--- src/rtl/sync_serial_tx_pkg.sv ---
// sync_serial_tx_pkg: FSM state type and sizing helpers shared by the serial transmitter.
package sync_serial_tx_pkg;

    typedef enum logic [1:0] {IDLE, PRE, DATA} state_e;

    // Width of a counter running 0..n-1, never narrower than one bit.
    function automatic int cnt_w(input int n);
        return (n <= 2) ? 1 : $clog2(n);
    endfunction

    function automatic int slots_per_word(input int data_w, input int lanes);
        return data_w / lanes;
    endfunction

endpackage

--- src/rtl/sync_fifo_w.sv ---
// sync_fifo_w: single-clock word FIFO with registered occupancy; pushes while full are dropped.
module sync_fifo_w #(
    parameter int DATA_W = 16,
    parameter int DEPTH  = 4
) (
    input  logic                       clk,
    input  logic                       rst_n,
    input  logic                       i_push,
    input  logic [DATA_W-1:0]          i_wdata,
    input  logic                       i_pop,
    output logic [DATA_W-1:0]          o_rdata,
    output logic [$clog2(DEPTH+1)-1:0] o_level,
    output logic                       o_full,
    output logic                       o_empty
);
    localparam int AW = $clog2(DEPTH);
    localparam int LW = $clog2(DEPTH + 1);

    logic [DATA_W-1:0] mem_q [DEPTH];
    logic [AW-1:0]     wp_q, wp_d, rp_q, rp_d;
    logic [LW-1:0]     level_q, level_d;
    logic              wr;

    always_comb begin
        wr      = i_push && !o_full;
        wp_d    = wr ? wp_q + 1'b1 : wp_q;
        rp_d    = i_pop ? rp_q + 1'b1 : rp_q;
        level_d = level_q + LW'(wr) - LW'(i_pop);
    end

    always_ff @(posedge clk or negedge rst_n) begin
        if (!rst_n) begin
            wp_q    <= '0;
            rp_q    <= '0;
            level_q <= '0;
        end else begin
            wp_q    <= wp_d;
            rp_q    <= rp_d;
            level_q <= level_d;
        end
    end

    always_ff @(posedge clk) begin
        if (wr) mem_q[wp_q] <= i_wdata;
    end

    assign o_rdata = mem_q[rp_q];
    assign o_level = level_q;
    assign o_full  = level_q == LW'(DEPTH);
    assign o_empty = level_q == '0;

endmodule

--- src/rtl/sync_serial_tx.sv ---
// sync_serial_tx: framed multi-lane serial transmitter with gated bit clock, frame sync and input FIFO.
module sync_serial_tx
    import sync_serial_tx_pkg::*;
#(
    parameter int DATA_W     = 16,
    parameter int LANES      = 1,
    parameter int CLK_DIV    = 1,
    parameter int FIFO_DEPTH = 4
) (
    input  logic                            clk,
    input  logic                            rst_n,
    input  logic [DATA_W-1:0]               i_tx_data,
    input  logic                            i_tx_vld,
    output logic                            o_tx_rdy,
    output logic [$clog2(FIFO_DEPTH+1)-1:0] o_level,
    output logic                            o_busy,
    output logic                            o_fs,
    output logic [LANES-1:0]                o_d,
    output logic                            o_clk
);
    localparam int BPW  = slots_per_word(DATA_W, LANES);
    localparam int SLOT = 2 * CLK_DIV;
    localparam int CW   = cnt_w(SLOT);
    localparam int IW   = cnt_w(BPW);
    localparam int LW   = $clog2(FIFO_DEPTH + 1);

    state_e            state_q, state_d;
    logic [CW-1:0]     cnt_q, cnt_d;
    logic [IW-1:0]     idx_q, idx_d;
    logic [DATA_W-1:0] shift_q, shift_d, nxt_q, nxt_d;
    logic              more_q, more_d, fetch_q, fetch_d, fs_q, fs_d;
    logic [LANES-1:0]  d_q, d_d;
    logic [DATA_W-1:0] head;
    logic [LW-1:0]     level;
    logic              full, empty, pop, slot_end, dec;

    sync_fifo_w #(.DATA_W(DATA_W), .DEPTH(FIFO_DEPTH)) u_fifo (
        .clk     (clk),
        .rst_n   (rst_n),
        .i_push  (i_tx_vld),
        .i_wdata (i_tx_data),
        .i_pop   (pop),
        .o_rdata (head),
        .o_level (level),
        .o_full  (full),
        .o_empty (empty)
    );

    always_comb begin
        slot_end = (state_q != IDLE) && (cnt_q == CW'(SLOT - 1));
        cnt_d    = (slot_end || state_q == IDLE) ? '0 : cnt_q + 1'b1;
        state_d  = state_q;
        idx_d    = idx_q;
        shift_d  = shift_q;
        nxt_d    = fetch_q ? head : nxt_q;
        more_d   = more_q;
        fetch_d  = 1'b0;
        pop      = fetch_q;
        fs_d     = fs_q;
        d_d      = d_q;
        dec      = 1'b0;
        case (state_q)
            IDLE: if (!empty) begin
                state_d = PRE;
                fs_d    = 1'b1;
            end
            PRE: if (slot_end) begin
                // One-slot words must decide on the follower now; it is fetched a cycle later.
                state_d = DATA;
                pop     = 1'b1;
                shift_d = head << LANES;
                d_d     = head[DATA_W-1 -: LANES];
                idx_d   = '0;
                more_d  = (BPW == 1) && (level > LW'(1));
                fetch_d = more_d;
                fs_d    = more_d;
            end
            DATA: if (slot_end) begin
                fs_d   = 1'b0;
                more_d = 1'b0;
                if (idx_q != IW'(BPW - 1)) begin
                    shift_d = shift_q << LANES;
                    d_d     = shift_q[DATA_W-1 -: LANES];
                    idx_d   = idx_q + 1'b1;
                    dec     = idx_q == IW'(BPW - 2);
                end else if (more_q) begin
                    shift_d = nxt_q << LANES;
                    d_d     = nxt_q[DATA_W-1 -: LANES];
                    idx_d   = '0;
                    dec     = BPW == 1;
                end else begin
                    state_d = IDLE;
                    d_d     = '0;
                end
            end
            default: state_d = IDLE;
        endcase
        if (dec) begin
            fs_d   = !empty;
            more_d = !empty;
            pop    = !empty;
            nxt_d  = head;
        end
    end

    always_ff @(posedge clk or negedge rst_n) begin
        if (!rst_n) begin
            state_q <= IDLE;
            cnt_q   <= '0;
            idx_q   <= '0;
            shift_q <= '0;
            nxt_q   <= '0;
            more_q  <= 1'b0;
            fetch_q <= 1'b0;
            fs_q    <= 1'b0;
            d_q     <= '0;
        end else begin
            state_q <= state_d;
            cnt_q   <= cnt_d;
            idx_q   <= idx_d;
            shift_q <= shift_d;
            nxt_q   <= nxt_d;
            more_q  <= more_d;
            fetch_q <= fetch_d;
            fs_q    <= fs_d;
            d_q     <= d_d;
        end
    end

    assign o_tx_rdy = !full;
    assign o_level  = level;
    assign o_busy   = state_q != IDLE;
    assign o_fs     = fs_q;
    assign o_d      = d_q;
    assign o_clk    = o_busy && (cnt_q >= CW'(CLK_DIV));

endmodule

--- config.mk ---
export PLATFORM = sky130hd
export DESIGN_NAME = sync_serial_tx
export DESIGN_NICKNAME = d
export VERILOG_FILES = /design/src/rtl/sync_serial_tx_pkg.sv /design/src/rtl/sync_fifo_w.sv /design/src/rtl/sync_serial_tx.sv
export SDC_FILE = /design/constraint.sdc
export NUM_CORES = 1
export LEC_CHECK = 0
export CORE_ASPECT_RATIO = 0.5
export CORE_MARGIN = 3
export CORE_UTILIZATION = 45
export DETAILED_ROUTE_END_ITERATION = 10
export PLACE_DENSITY = 0.59
export REMOVE_ABC_BUFFERS = 1
export SKIP_CTS_REPAIR_TIMING = 1
export SLEW_MARGIN = 10
export SYNTH_ARGS = -nofsm -noshare
export SYNTH_HDL_FRONTEND = slang
export SYNTH_SLANG_ARGS = --single-unit
--- constraint.sdc ---
create_clock -name clk -period 3.9 [get_ports clk]
set_input_delay 0.78 -clock clk [delete_from_list [all_inputs] [get_ports clk]]
set_output_delay 0.78 -clock clk [all_outputs]
set_load 0.005 [all_outputs]
==> results of run 1 <==
[cell usage in the layout (no fill, tap or decap), drive strengths merged, types with 3 or more instances in the layout]
master	instances
clkbuf	9
mux4	16
inv	16
xnor2	3
ha	13
a221o	14
mux2	18
clkdlybuf4s50	25
o31ai	4
and3	8
nor2	6
dfrtp	48
nand3	5
nand2	10
mux2i	16
buf	4
nor3	16
o21ai	6
edfxtp	64
[worst max-delay path: stages, from the launching register on]
cell and delay, ns:
dfrtp_1 0.44, inv_1 0.11, ha_1 0.44, inv_2 0.28, nor4_4 0.34, mux2i_1 0.34, ha_1 0.29, inv_1 0.05
ha_1 0.12, inv_1 0.05, fa_1 0.37, xnor2_1 0.18, xnor2_1 0.13
[layout make-up]
cell class                      instances  area, µm²  area share
Tap cell                              140        175      0.0319
Multi-Input combinational cell        158       1580       0.287
Clock inverter                          6       60.1      0.0109
Sequential cell                       112       3120       0.568
Timing Repair Buffer                   29        290      0.0528
Inverter                               12       45.0     0.00819
Clock buffer                            9        225      0.0410
[cells in the mapped netlist, types with 2 or more instances]
library cell,count
a221o_1,14
inv_2,2
mux4_1,8
nor3_1,16
xor2_1,2
dfrtp_1,48
nand3_1,5
a22o_1,2
nand2_1,10
xnor2_1,3
buf_4,2
o31ai_1,4
ha_1,13
mux4_2,8
inv_1,10
mux2_2,18
nor2b_1,2
nor2_1,6
and3_1,8
buf_2,6
mux2i_1,16
o21ai_0,5
buf_6,5
edfxtp_1,64
a21oi_1,2
[per-stage QoR]
step	hold slack [ns]	instances	total power, mW	utilization
after floorplan	0.448	282	2.51	-
after global placement	0.468	450	2.89	0.502
after detailed placement	0.476	450	2.94	0.502
after CTS	0.493	465	3.84	0.530
after global routing	0.433	466	4.03	0.531
final	0.401	466	3.79	0.531
[kinds of logic (layout without fill, tap and decap cells)]
family                   Yosys count  in the layout
flip-flops                       112            112
XOR/XNOR                           5              5
AND/OR/NAND/NOR                   54             54
AO/OA/AOI/OAI                     35             35
adder cells (fa/ha/maj)           14             14
multiplexers                      50             50
buffers and inverters             26             56
[where the power goes]
group	total, mW	switching (mW)	internal, mW
Combinational	1.13	0.571	0.564
Clock	0.887	0.438	0.448
Sequential	1.77	0.221	1.55
Total	3.79	1.23	2.56
[state kept, by name, summed over array words and instances, names as in the netlist, 2 cells and up]
name            count
idx_q               4
nxt_q              16
shift_q            15
state_q             2
u_fifo.mem_q       64
u_fifo.o_level      3
u_fifo.rp_q         2
u_fifo.wp_q         2
[layer usage]
metal,GRT usage,share of wire
met5,0,0
met3,0.0406,0.038
met1,0.221,0.50
met4,0.0400,0.0089
met2,0.247,0.45
[how the worst max path moves through the flow]
| stage | start | endpoint | cells past startpoint |
|---|---|---|---|
| 2_1_floorplan | state_q[0] | u_fifo.o_level[2] | 12 |
| 6_report | state_q[0] | u_fifo.o_level[2] | 12 |
| 3_5_place_dp | state_q[0] | u_fifo.o_level[2] | 12 |
| 5_1_grt | state_q[0] | u_fifo.o_level[2] | 12 |
| 4_1_cts | state_q[0] | u_fifo.o_level[2] | 12 |
| 3_3_place_gp | state_q[0] | u_fifo.o_level[2] | 12 |
==> flow_summary.toml, run 1 <==
[run_status]
status = "completed"

[finish]
nets = 355
antennaDiodeCount = 0
fillers = 854
drive_gt1_frac = 0.160
syn_to_final_growth_pct = 13.3
final_area_um2 = 5500

[die]
die_w_um = 153
die_area_um2 = 12100
chipHeight_um = 79.4
start_util = 0.469
core_area_um2 = 10300
rows = 26
io-pin-count = 27

[grt]
antenna_found_initial = 0
grt_usage = 0.157
overflow = 0
grt_pass1_wl_mm = 14.6
grt_pass1_vias = 2683
grt_max_degree = 49

[sta]
setup_violations = 0
relSlewSlack = 0.192
rsz0062_at_grt = "no"
fin_crit_ns = 3.22
hold_viol = 0
fin_worst_skew_ns = 0.00960
fin_ws_ns = 0.677
finalCritPeriodShare = 0.826
fmax_ghz = 0.310
final_max_slew_viol_count = 0
finalSetupTns_ns = 0
tightest_slew_ns = 1.21

[route]
drtAntennaViolNets = 0
drt_first_pass_iters = 4
via_count = 2573
vias_per_cell = 5.52
drc = 0
drtIter0Drc = 154
finalWirelength_mm = 8.96
avgRoutedWirePerCell_um = 19.2

[synthesis]
synth_fa_ha_area_frac = 0.0376
synthSimpleGateAreaFrac = 0.0624
synth_xor_area_frac = 0.00903
synth.mux.area_fraction = 0.155
netlist_instances = 296
seq_area_frac_synth = 0.644
yosys-top-cells-area = "edfxtp_1 40%, dfrtp_1 25%, mux4_1 4.3%"
async_flop_share = 0.429
synth.avg_cell_area_um2 = 16.4
yosys_warnings = 0
synth_compound_area_frac = 0.0611
synthFlopType = "edfxtp_1"
yosys.area.top_type_share = 0.396
ys_ff_latch = 112
synth.distinct_cells = 42
synth_top_family_by_area = "multiplexers"
yosysTopAreaCell = "edfxtp_1"
synth_area_um2 = 4850
synth_edf_count = 64

[cts]
cts_tree = "yes"
cts_buffer_depth = 2
h-tree-depth = 3
cts_sinks = 112
clk_latency_ns = 0.35
cts_buffers = 9
clockRootBuffer = "clkbuf_16"
cts.clk_slew.worst_paths_ns = 0.08

[power]
total_leakage_power_nw = 2.11
max-vdd-ir-drop_mv = 0.249
powerDensity_nw_per_um2 = 690

[hold_path]
holdCritPathClass = "in2async"

[worst_setup_path]
r2r_slack_ns = 0.68
timing.reg2reg.worst_path_depth = 12
critPathRequiredTime_ns = 4.18
cp-end-kind = "register"
critical_path_class = "reg2reg"
reg2reg_from = "state_q[0]"
startpoint_type = "register"
reg2reg_to = "u_fifo.o_level[2]"
cp.arrival_ns = 3.50
worst-path-max-fanout = 19

[placed_design]
portBuffers = 26
dpl_cell_area_um2 = 5190
dp_hpwl_mm = 5.68
place.gp.congestion = 0.830
post-place-ws_ns = 0.684

[job]
cap_viol_max_count = 0
Note: power is estimated with default switching activity, not from simulation.
==> run 2, diff against run 1 <==
==> constraint.sdc (replaced) <==
create_clock -name clk -period 3.2 [get_ports clk]
set_input_delay 0.64 -clock clk [delete_from_list [all_inputs] [get_ports clk]]
set_output_delay 0.64 -clock clk [all_outputs]
set_load 0.005 [all_outputs]
==> run 2 against run 1 <==
Against the previous run:
- combinational power increased by 31%
- core utilization increased by 0.63 points
- global-route usage increased by 0.18 points
- maximum frequency increased by 13%
- via count increased by 1.3%
- first-iteration DRC count decreased by 15%
- setup slack got worse by 0.33 ns
- hold slack got worse by 0.22 ns
- critical endpoint unchanged
- largest cell class unchanged
- largest power group unchanged
- highest routed layer unchanged
==> flow_summary.toml, run 2 (same netlist as run 1, synthesis figures left out) <==
[cts]
cts_sinks = 112
clockRootBuffer = "clkbuf_16"
cts_tree = "yes"
cts_buffers = 9
h-tree-depth = 3
clk_latency_ns = 0.35
cts_buffer_depth = 2
cts.clk_slew.worst_paths_ns = 0.07

[worst_setup_path]
critical_path_class = "reg2reg"
path_cells = "inv_1, ha_1, nand2b_4, nor4_4, mux2i_1, ha_1, inv_1, ha_1, inv_1, fa_1, xnor2_1, xnor2_1"
critPathSlowestCell = "dfrtp_1"
cp-end-kind = "register"
cp.arrival_ns = 3.08
critPathRequiredTime_ns = 3.43
cp_slowest_stage_delay_ns = 0.43
worst-path-max-fanout = 7
startpoint_type = "register"
r2r_slack_ns = 0.35

[power]
powerDensity_nw_per_um2 = 838
max-vdd-ir-drop_mv = 0.265
total_leakage_power_nw = 2.15
p_total_mw = 4.66

[sta]
fin_crit_ns = 2.85
fin_hold_ws_ns = 0.179
hold_viol = 0
rsz0062_at_grt = "no"
relSlewSlack = 0.456
final_max_slew_viol_count = 0
finalCritPeriodShare = 0.890
fin_worst_skew_ns = 0.00770
tightest_slew_ns = 0.815
setup_violations = 0
finalSetupTns_ns = 0
fmax_ghz = 0.351

[route]
drc = 0
avgRoutedWirePerCell_um = 18.7
vias_per_cell = 5.49
drt_first_pass_iters = 4
finalWirelength_mm = 8.89
via_count = 2606
drtAntennaViolNets = 0
drtIter0Drc = 131

[die]
die_w_um = 153
start_util = 0.469
chipHeight_um = 79.4
die_area_um2 = 12100
rows = 26
core_area_um2 = 10300
io-pin-count = 27

[finish]
final_common_cell = "edfxtp_1"
final_core_util = 0.538
final_cell_mix = "64 x edfxtp_1, 48 x dfrtp_1, 25 x clkdlybuf4s50_1"
antennaDiodeCount = 0
regMostFlops = "u_fifo.mem_q"
nets = 363
fillers = 854
reg.largest.list = "u_fifo.mem_q: 64 flops, nxt_q: 16 flops, shift_q: 15 flops"
final_area_um2 = 5560
syn_to_final_growth_pct = 14.6
drive_gt1_frac = 0.179
largest_register_ffs = 64

[placed_design]
dp_hpwl_mm = 5.75
portBuffers = 26
dpl_cell_area_um2 = 5250
place.gp.congestion = 0.732

[grt]
grt_max_degree = 49
overflow = 0
grt_usage = 0.159
grt_pass1_vias = 2742
antenna_found_initial = 0
grt_pass1_wl_mm = 14.7

[run_status]
status = "completed"

[hold_path]
holdCritPathClass = "in2async"

[job]
cap_viol_max_count = 0
run 2: critical path, delay by kind of cell (launching register included):
kind	cells	cell delay [ns]
XOR/XNOR	2	0.28
flip-flops	1	0.43
AND/OR/NAND/NOR	2	0.46
buffers and inverters	3	0.20
multiplexers	1	0.30
adder cells (fa/ha/maj)	4	1.07
run 2: per-layer routing:
metal,vias up,global-route usage,part of all wire
li1,1217,-,-
met1,1340,0.212,0.49
met2,37,0.260,0.47
met3,12,0.0444,0.028
met4,0,0.0427,0.012
met5,-,0,0
run 2: power breakdown:
| part | leakage [nW] | internal (mW) | switching, mW | total, mW |
|---|---|---|---|---|
| combinational | 0.798 | 0.725 | 0.759 | 1.48 |
| clock | 0.138 | 0.548 | 0.528 | 1.08 |
| sequential | 1.21 | 1.88 | 0.214 | 2.10 |
| total | 2.15 | 3.16 | 1.50 | 4.66 |
run 2: cell type report:
type / instances / area, µm² / share of cell area
inverter: 12 / 45.0 / 0.00810
tap: 140 / 175 / 0.0315
multi-input combinational: 158 / 1580 / 0.284
clock buffer: 10 / 229 / 0.0412
timing repair buffer: 37 / 350 / 0.0630
sequential: 112 / 3120 / 0.561
clock inverter: 6 / 61.3 / 0.0110
run 2: path summary, 6_finish.rpt:
| path | cells past startpoint | end | start |
|---|---|---|---|
| min in group clk | 2 | shift_q[1] | shift_q[1] |
| max | 12 | u_fifo.o_level[2] | state_q[0] |
| min | 1 | state_q[0] | rst_n |
| min reg2reg | 2 | shift_q[1] | shift_q[1] |
| max in group asynchronous | 2 | shift_q[9] | rst_n |
| max reg2reg | 12 | u_fifo.o_level[2] | state_q[0] |
run 2: stage by stage:
| stage | setup slack, ns | cells |
|---|---|---|
| after floorplan | -0.246 | 282 |
| after global placement | 0.440 | 458 |
| after detailed placement | 0.331 | 458 |
| after CTS | 0.306 | 474 |
| after global routing | 0.106 | 475 |
| final | 0.351 | 475 |
